--- src/rtl/multibyte_add_pkg.sv ---
// rtl/multibyte_add_pkg.sv - shared constants for the multi-byte add/sub controller
package multibyte_add_pkg;

    localparam int BYTE_W         = 8;
    localparam int NBYTES_DEFAULT = 4;

    localparam logic [1:0] ST_IDLE = 2'd0;
    localparam logic [1:0] ST_RUN  = 2'd1;
    localparam logic [1:0] ST_DONE = 2'd2;

endpackage

--- src/rtl/multibyte_add_ctrl_adder.sv ---
// rtl/multibyte_add_ctrl_adder.sv - 8-bit carry-select adder shared by all byte lanes
module carry_select_adder
    import multibyte_add_pkg::*;
(
    input  logic [BYTE_W-1:0] din_a,
    input  logic [BYTE_W-1:0] din_b,
    input  logic              cin,
    output logic [BYTE_W-1:0] sum,
    output logic              cout
);

    localparam int H = BYTE_W / 2;

    logic [H:0] lo;
    logic [H:0] hi0;
    logic [H:0] hi1;

    // Upper nibble is precomputed for both carry values; the low carry only selects.
    assign lo  = {1'b0, din_a[H-1:0]} + {1'b0, din_b[H-1:0]} + {{H{1'b0}}, cin};
    assign hi0 = {1'b0, din_a[BYTE_W-1:H]} + {1'b0, din_b[BYTE_W-1:H]};
    assign hi1 = {1'b0, din_a[BYTE_W-1:H]} + {1'b0, din_b[BYTE_W-1:H]} + {{H{1'b0}}, 1'b1};

    assign sum  = {(lo[H] ? hi1[H-1:0] : hi0[H-1:0]), lo[H-1:0]};
    assign cout = lo[H] ? hi1[H] : hi0[H];

endmodule

--- src/rtl/multibyte_add_ctrl.sv ---
// rtl/multibyte_add_ctrl.sv - NBYTES-wide add/sub sequenced through one 8-bit adder, LSB first
module multibyte_add_ctrl
    import multibyte_add_pkg::*;
#(
    parameter int NBYTES = NBYTES_DEFAULT
) (
    input  logic                   clk,
    input  logic                   rst,
    input  logic                   start,
    input  logic                   sub,
    input  logic                   cin,
    input  logic [BYTE_W*NBYTES-1:0] a,
    input  logic [BYTE_W*NBYTES-1:0] b,
    output logic                   busy,
    output logic                   done,
    output logic [BYTE_W*NBYTES-1:0] sum,
    output logic                   cout,
    output logic                   ovf
);

    localparam int W     = BYTE_W * NBYTES;
    localparam int IDX_W = $clog2(NBYTES);
    localparam logic [IDX_W-1:0] LAST_IDX = IDX_W'(NBYTES - 1);

    logic [1:0]        state;
    logic [IDX_W-1:0]  idx;
    logic              carry_reg;
    logic [W-1:0]      a_reg;
    logic [W-1:0]      b_reg;
    logic [W-1:0]      sum_reg;
    logic              cout_reg;
    logic              ovf_reg;

    logic [BYTE_W-1:0] add_sum;
    logic              add_cout;

    carry_select_adder u_adder (
        .din_a (a_reg[idx*BYTE_W +: BYTE_W]),
        .din_b (b_reg[idx*BYTE_W +: BYTE_W]),
        .cin   (carry_reg),
        .sum   (add_sum),
        .cout  (add_cout)
    );

    always_ff @(posedge clk or posedge rst) begin
        if (rst) begin
            state     <= ST_IDLE;
            idx       <= '0;
            carry_reg <= 1'b0;
            a_reg     <= '0;
            b_reg     <= '0;
            sum_reg   <= '0;
            cout_reg  <= 1'b0;
            ovf_reg   <= 1'b0;
        end else begin
            case (state)
                ST_IDLE: begin
                    if (start) begin
                        // Subtract is a + ~b + 1, so the borrow lives in the initial carry.
                        a_reg     <= a;
                        b_reg     <= sub ? ~b : b;
                        carry_reg <= sub ? 1'b1 : cin;
                        idx       <= '0;
                        sum_reg   <= '0;
                        state     <= ST_RUN;
                    end
                end
                ST_RUN: begin
                    sum_reg[idx*BYTE_W +: BYTE_W] <= add_sum;
                    carry_reg <= add_cout;
                    if (idx == LAST_IDX) begin
                        idx      <= '0;
                        cout_reg <= add_cout;
                        ovf_reg  <= (a_reg[W-1] == b_reg[W-1]) && (add_sum[BYTE_W-1] != a_reg[W-1]);
                        state    <= ST_DONE;
                    end else begin
                        idx <= idx + 1'b1;
                    end
                end
                ST_DONE: state <= ST_IDLE;
                default: state <= ST_IDLE;
            endcase
        end
    end

    assign busy = (state == ST_RUN) || (state == ST_DONE);
    assign done = (state == ST_DONE);
    assign sum  = sum_reg;
    assign cout = cout_reg;
    assign ovf  = ovf_reg;

endmodule
--- config.mk ---
export PLATFORM = sky130hd
export DESIGN_NAME = multibyte_add_ctrl
export DESIGN_NICKNAME = d
export VERILOG_FILES = /design/src/rtl/multibyte_add_pkg.sv /design/src/rtl/multibyte_add_ctrl_adder.sv /design/src/rtl/multibyte_add_ctrl.sv
export SDC_FILE = /design/constraint.sdc
export NUM_CORES = 1
export LEC_CHECK = 0
export BUFFER_PORTS_ARGS = -buffer_cell sky130_fd_sc_hd__buf_2
export CAP_MARGIN = 30
export CORE_MARGIN = 5
export CORE_UTILIZATION = 50
export CTS_CLUSTER_SIZE = 20
export DETAILED_ROUTE_END_ITERATION = 16
export GPL_ROUTABILITY_DRIVEN = 1
export MAX_ROUTING_LAYER = met4
export PLACE_DENSITY = 0.77
export SLEW_MARGIN = 20
export SYNTH_ARGS = -nofsm -noshare
export SYNTH_HDL_FRONTEND = slang
export SYNTH_HIERARCHICAL = 1
export SYNTH_SLANG_ARGS = --single-unit
export TNS_END_PERCENT = 50
--- constraint.sdc ---
create_clock -name clk -period 4 [get_ports clk]
set_clock_uncertainty 0.2 [all_clocks]
set_input_delay 0.8 -clock clk [delete_from_list [all_inputs] [get_ports clk]]
set_output_delay 0.8 -clock clk [all_outputs]
set_load 0.05 [all_outputs]
**Word level (Yosys, flattened, before mapping)**

Index checks and enable logic that the tools add are counted.
W data, S select, Z words.

- Memory bits (read-only): 0
- Memories: 0
- Input bits: 69
- Bits in writable memories: 0
- Output and inout port bits: 36
- Register bits after elaboration: 103
- Latch bits: 0
- Logic and storage cells: 49

- Mux-type cells: 15
- Shift-type cells: 4
- Magnitude comparators: 0
- Multipliers: 0
- $add $sub $neg: 6
- Reductions and logical operators: 8
- Divide/modulo/power cells: 0
- Equal/unequal tests: 7
- Bitwise logic cells: 1

Operator list:

| operator | count |
|---|---|
| $mux W32 | 2 |
| $pmux W32 S2 | 1 |
| $shiftx A32 B6 Y8 | 2 |
| $neg A5 Y34 | 1 |
| $shift A8 B34 Y32 const A | 1 |
| $shiftx A8 B34 Y32 | 1 |
| $bwmux W32 | 1 |
| $not A32 Y32 | 1 |
| $add A4 B4 Y5 | 2 |
| $mux W2 | 4 |
| $pmux W2 S2 | 2 |
| $reduce_and A2 Y1 | 4 |
| $add A5 B1 Y5 | 1 |
| $add A5 B1 Y5 const B | 1 |
| $eq A2 B2 Y1 const B | 2 |
| $mux W4 | 1 |
| $ne A2 B2 Y1 const B | 2 |
| $mux W1 | 3 |
| $add A2 B1 Y2 const B | 1 |
| $eq A2 B1 Y1 const B | 1 |
| $logic_not A2 Y1 | 1 |
| $pmux W1 S2 | 1 |
| $reduce_bool A2 Y1 | 1 |
| $eq A1 B1 Y1 | 1 |
| 3 further kinds | 3 |

**Longest topological paths before layout**

- Word-level depth: 7
- Mapped depth: 13
- Gate-level depth less buffers: 11

**Cells and area by module**

Netlist, hierarchy kept.

Modules (own cells, without submodules):

| module | times used | cells an instance | seq. area each (µm²) | area an instance (µm²) |
|---|---|---|---|---|
| multibyte_add_ctrl | 1 | 402 | 2,577.5 | 5,009.8 |
| carry_select_adder | 1 | 47 | 0.0 | 384.1 |

**Least setup slack after synthesis**

Ideal clock, no wire load.

- Path kind: register to register
- Start point: register idx[0]
- End point: register carry_reg
- Slack: 0.638 ns
- Data required time: 3.677 ns
- Buffers on the path: 1
- Stages on the path, launching flop included: 12
- Library setup time: 0.123 ns
- Arrival: 3.038 ns
- Period minus slack after synthesis: 3.362 ns
- Cell sequence: dfrtp_1 buf_4 mux4_2 ha_1 fa_1 ha_1 nand2_1 a2111oi_2 xnor2_1 mux2_2 o22ai_1 a21oi_1

- Word-level cells in the longest chain between the ends: 5
- Elaborated cells on any way between the ends: 8
- Classes of those cells: add/sub: 4; shift: 2; mux: 2

RTL lines:

| element | line | text |
|---|---|---|
| start: declaration | multibyte_add_ctrl.sv:26 | `logic [IDX_W-1:0] idx;` |
| start signal: assignment | multibyte_add_ctrl.sv:77 | `idx <= idx + 1'b1;` |
| $shiftx A32 B6 Y8 (on tied branches) | multibyte_add_ctrl.sv:38, multibyte_add_ctrl.sv:39 |  |
| $add A4 B4 Y5 (on tied branches) | multibyte_add_ctrl_adder.sv:20, multibyte_add_ctrl_adder.sv:21, multibyte_add_ctrl_adder.sv:19 |  |
| $add A5 B1 Y5 (on tied branches) | multibyte_add_ctrl_adder.sv:21, multibyte_add_ctrl_adder.sv:19 |  |
| $mux W1 * | multibyte_add_ctrl_adder.sv:24 | `assign cout = lo[H] ? hi1[H] : hi0[H];` |
| net add_cout | multibyte_add_ctrl.sv:35 | `logic add_cout;` |
| $pmux W1 S2 * | multibyte_add_ctrl.sv:56 | `case (state)` |
| end signal: assignment | multibyte_add_ctrl.sv:62 | `carry_reg <= sub ? 1'b1 : cin;` |
| end signal: assignment | multibyte_add_ctrl.sv:70 | `carry_reg <= add_cout;` |
| end: declaration | multibyte_add_ctrl.sv:27 | `logic carry_reg;` |

The timed path passes the listed nets; every way through them passes the cells marked *.
A chain may end at the register's enable or synchronous reset.

**Worst setup path in the final report**

Same ends and word-level chain as after synthesis.

==> impl_results.md <==
* Residual overflow from global routing at 0
* Routed Wire Length at 11,400 um
* Number of global-route vias before repair at 3,872
* Result of the run: complete, no violations
* RSZ-0062 raised after global routing: no
* Total Die Area at 13,000 um2
* CP most frequent cell: sky130_fd_sc_hd__ha_1
* Final count of negative-setup-slack endpoints at 0
* Library cell occupying the most area in the post-synthesis netlist: sky130_fd_sc_hd__dfrtp_1
* Placer congestion estimate at 0.849
* Average wire per cell in the routed design at 16.4 um
* Endpoint kind of the worst setup timing path: register
* Ports placed on the boundary at 105
* Arrival time of the worst setup path at 3.69 ns
* Register bit count reported by yosys at 103
* Antenna violations before repair at 0
* Max IR drop VDD at 0.470 mV
* Initial core utilization at 50.4%
* GR Util All Layers at 19.0%
* Clock network latency to the later pin of the worst-skew pair at 0.37 ns
* Cell types occupying the most area after synthesis: sky130_fd_sc_hd__dfrtp_1, sky130_fd_sc_hd__mux2_2, sky130_fd_sc_hd__mux4_2, sky130_fd_sc_hd__xnor2_1, sky130_fd_sc_hd__ha_1
* Max Cap Violations at 0
* Startpoint kind of the worst setup timing path: register
* Setup Total Neg Slack at 0 ns
* Synthesized cell area at 5390 um2
* Root Driver: sky130_fd_sc_hd__clkbuf_8
* DR iter-0 viols at 180
* Max Slew Vio Count at 0
* Avg Vias per Cell at 5.27
* Sequential cell area fraction in the yosys report at 47.8%
* Slowest cell delay on critical path at 0.55 ns
* Layout cell share with drive strength beyond 1 at 37.7%
* Critical-path cell with the highest stage delay: sky130_fd_sc_hd__fa_1
* Diodes inserted at 0
* Number of remaining DRC errors at 0
* Asr flop ratio synth at 100%
* Relative slew margins at 39.8%
* Area growth from synthesis to layout at 16.5%
* Row cnt at 38
* Leakage Power at 3.02 nW
* Pin count of the biggest net entering global routing at 66
* Count of yosys warnings during synthesis at 6
* Buf+Inv Stages, Crit Path at 1
* Highest achievable clock rate at 274 MHz
* Routed Antenna Nets at 0
* Critical setup path kind: reg -> reg
* Number of synthesized flops with an enable pin at 0
* Number of buffers added by the clock tree synthesis step at 9
* Clock slew at the register clock pins of the worst setup and hold paths at 0.10 ns
* Detailed placer's ending HPWL at 8720 um
* Vertical die dimension at 114 um
* Post-cts resize count at 0
* Reg2Reg Capture Point: carry_reg
* Wire length of the first global-routing pass at 18,800 um
* Mean cell area of the mapped netlist at 12.0 um2
* Die W at 114 um
* Fin. Hold Viols at 0
* Highest net fanout along the worst path at 9
* Cells along the critical path: buf_4 > mux4_2 > ha_1 > fa_1 > ha_1 > nand2_1 > a2111oi_2 > xnor2_1 > mux2_2 > o22ai_1 > a21oi_1
* CTS H-Tree Depth at 3
* Count of hold buffers inserted by post-cts repair at 0
* Crit Reg-Reg Startpoint: idx[0]
* Post-synth net total at 539
* Total via count in the routed design at 3,660
* Final #Nets at 639
* Required time at the worst-slack endpoint at 4.04 ns
* Minimum clock period at 3.65 ns
* Cell area power density at 974 nW/um2
* Top-area cell type share of the netlist area at 47.8%
* Dominant delay contributor by cell family on the critical path: adder cells
* Port Buf Inserts at 104
* Path depth of the worst reg2reg path at 11
* Number of inserted filler cells in the final layout at 935
* Drt first pass iters at 4
* Least-Margin Pin Slew at 0.903 ns
* HP Class: in -> async
* CTS Sinks at 103
* Distinct cell type count of the synthesized netlist at 44
* Finished Core Util at 58.7%
* Worst setup slack for register-to-register paths at 0.35 ns
* Main flop type after synthesis: sky130_fd_sc_hd__dfrtp_1
* Buffers inserted by post-CTS timing repair at 0
* Portion of the clock cycle consumed by the worst path in the final layout at 91.3%
* Cell count after synthesis at 449
* Placeable Area at 10,700 um2
* TritonCTS clock tree: yes
* Number of buffers on the longest clock path at 2
[power by group]
group | leakage (nW) | total (W) | internal, W | switching [W]
logic | 1.59 | 0.00364 | 0.00145 | 0.00218
clock network | 0.121 | 0.000752 | 0.000392 | 0.000360
registers | 1.30 | 0.00173 | 0.00146 | 0.000269
[through the flow]
step / hold slack [ns] / total power [W] / cells / instance area (um2) / setup WS, ns
after floorplan: 0.245 / 0.00446 / 449 / 5390 / 0.296
after global placement: 0.259 / 0.00521 / 677 / 6030 / 0.506
after detailed placement: 0.267 / 0.00538 / 678 / 6050 / 0.352
after CTS: 0.280 / 0.00615 / 694 / 6280 / 0.323
after global routing: 0.289 / 0.00657 / 694 / 6280 / 0.146
final: 0.258 / 0.00612 / 694 / 6280 / 0.347
[how the worst max path moves through the flow]
stage	from	end	slack (ns)	cells after the start
2_1_floorplan	rst	a_reg[0]	0.30	1
3_3_place_gp	idx[0]	carry_reg	0.51	11
3_5_place_dp	idx[0]	carry_reg	0.35	11
4_1_cts	idx[0]	carry_reg	0.32	11
5_1_grt	idx[0]	carry_reg	0.15	11
6_report	idx[0]	carry_reg	0.35	11
[cells in the final DEF, fill, tap and decap left out, types with 2 or more instances in the layout]
master                      synthesis  routed
sky130_fd_sc_hd__nand2_1           46      45
sky130_fd_sc_hd__a32oi_1            2       2
sky130_fd_sc_hd__mux4_2            16      16
sky130_fd_sc_hd__inv_1             25      24
sky130_fd_sc_hd__a21oi_4            3       3
sky130_fd_sc_hd__o2bb2ai_1          8       8
sky130_fd_sc_hd__inv_6              0       2
sky130_fd_sc_hd__and3_1            17      17
sky130_fd_sc_hd__ha_1              18      18
sky130_fd_sc_hd__nand3_1           10      10
sky130_fd_sc_hd__xor2_1             2       2
sky130_fd_sc_hd__dfrtp_1          103     103
sky130_fd_sc_hd__o21ai_0           37      37
sky130_fd_sc_hd__a21oi_1            8       8
sky130_fd_sc_hd__fa_1               3       3
sky130_fd_sc_hd__bufinv_16          0       2
sky130_fd_sc_hd__inv_4              1       2
sky130_fd_sc_hd__buf_2             16     104
sky130_fd_sc_hd__buf_4              2       8
sky130_fd_sc_hd__nor2b_1            5       5
sky130_fd_sc_hd__clkbuf_8           0      11
sky130_fd_sc_hd__xnor2_1           36      36
sky130_fd_sc_hd__mux2_2            52      52
sky130_fd_sc_hd__nor2_1             3       3
sky130_fd_sc_hd__mux2i_1           10      10
[kinds of logic (layout without fill, tap and decap cells)]
family / count (synthesis) / in the layout / synth area share [%]
adders and majority gates: 21 / 21 / 5.29
DFF: 103 / 103 / 47.8
and+or+nand+nor: 90 / 90 / 8.21
xor gates and xnor gates: 39 / 39 / 6.47
buffers and inverters: 52 / 157 / 4.62
muxes: 80 / 80 / 20.0
AOI/OAI and AO/OA: 64 / 64 / 7.61
[routing by layer]
| layer | global-route usage [%] | routed length, um | vias to the layer above |
|---|---|---|---|
| met2 | 30.8 | 5630 | 107 |
| met4 | 6.57 | 242 | 0 |
| met3 | 3.82 | 587 | 22 |
| li1 | - | - | 1753 |
| met5 | - | 0 | - |
| met1 | 24.1 | 4930 | 1778 |
[cells in the mapped netlist (3+ instances only)]
| library cell | instances |
|---|---|
| sky130_fd_sc_hd__dfrtp_1 | 103 |
| sky130_fd_sc_hd__mux2_2 | 52 |
| sky130_fd_sc_hd__nand2_1 | 46 |
| sky130_fd_sc_hd__o21ai_0 | 37 |
| sky130_fd_sc_hd__xnor2_1 | 36 |
| sky130_fd_sc_hd__inv_1 | 25 |
| sky130_fd_sc_hd__ha_1 | 18 |
| sky130_fd_sc_hd__and3_1 | 17 |
| sky130_fd_sc_hd__buf_2 | 16 |
| sky130_fd_sc_hd__mux4_2 | 16 |
| sky130_fd_sc_hd__mux2i_1 | 10 |
| sky130_fd_sc_hd__nand3_1 | 10 |
| sky130_fd_sc_hd__a21oi_1 | 8 |
| sky130_fd_sc_hd__o2bb2ai_1 | 8 |
| sky130_fd_sc_hd__nor2b_1 | 5 |
| sky130_fd_sc_hd__a21oi_4 | 3 |
| sky130_fd_sc_hd__buf_6 | 3 |
| sky130_fd_sc_hd__clkbuf_1 | 3 |
| sky130_fd_sc_hd__fa_1 | 3 |
| sky130_fd_sc_hd__nor2_1 | 3 |
[layout make-up]
type                    instances  area, um2  area share (%)
clock inverters                 5       86.3            1.37
inverters                      27        106            1.69
clock buffers                  11        151            2.41
well taps                     140        175            2.79
flip-flops and latches        103       2580            41.0
multi-input cells             294       2570            41.0
repair buffers                114        612            9.74
No activity file was read; power rests on OpenSTA's default activity.
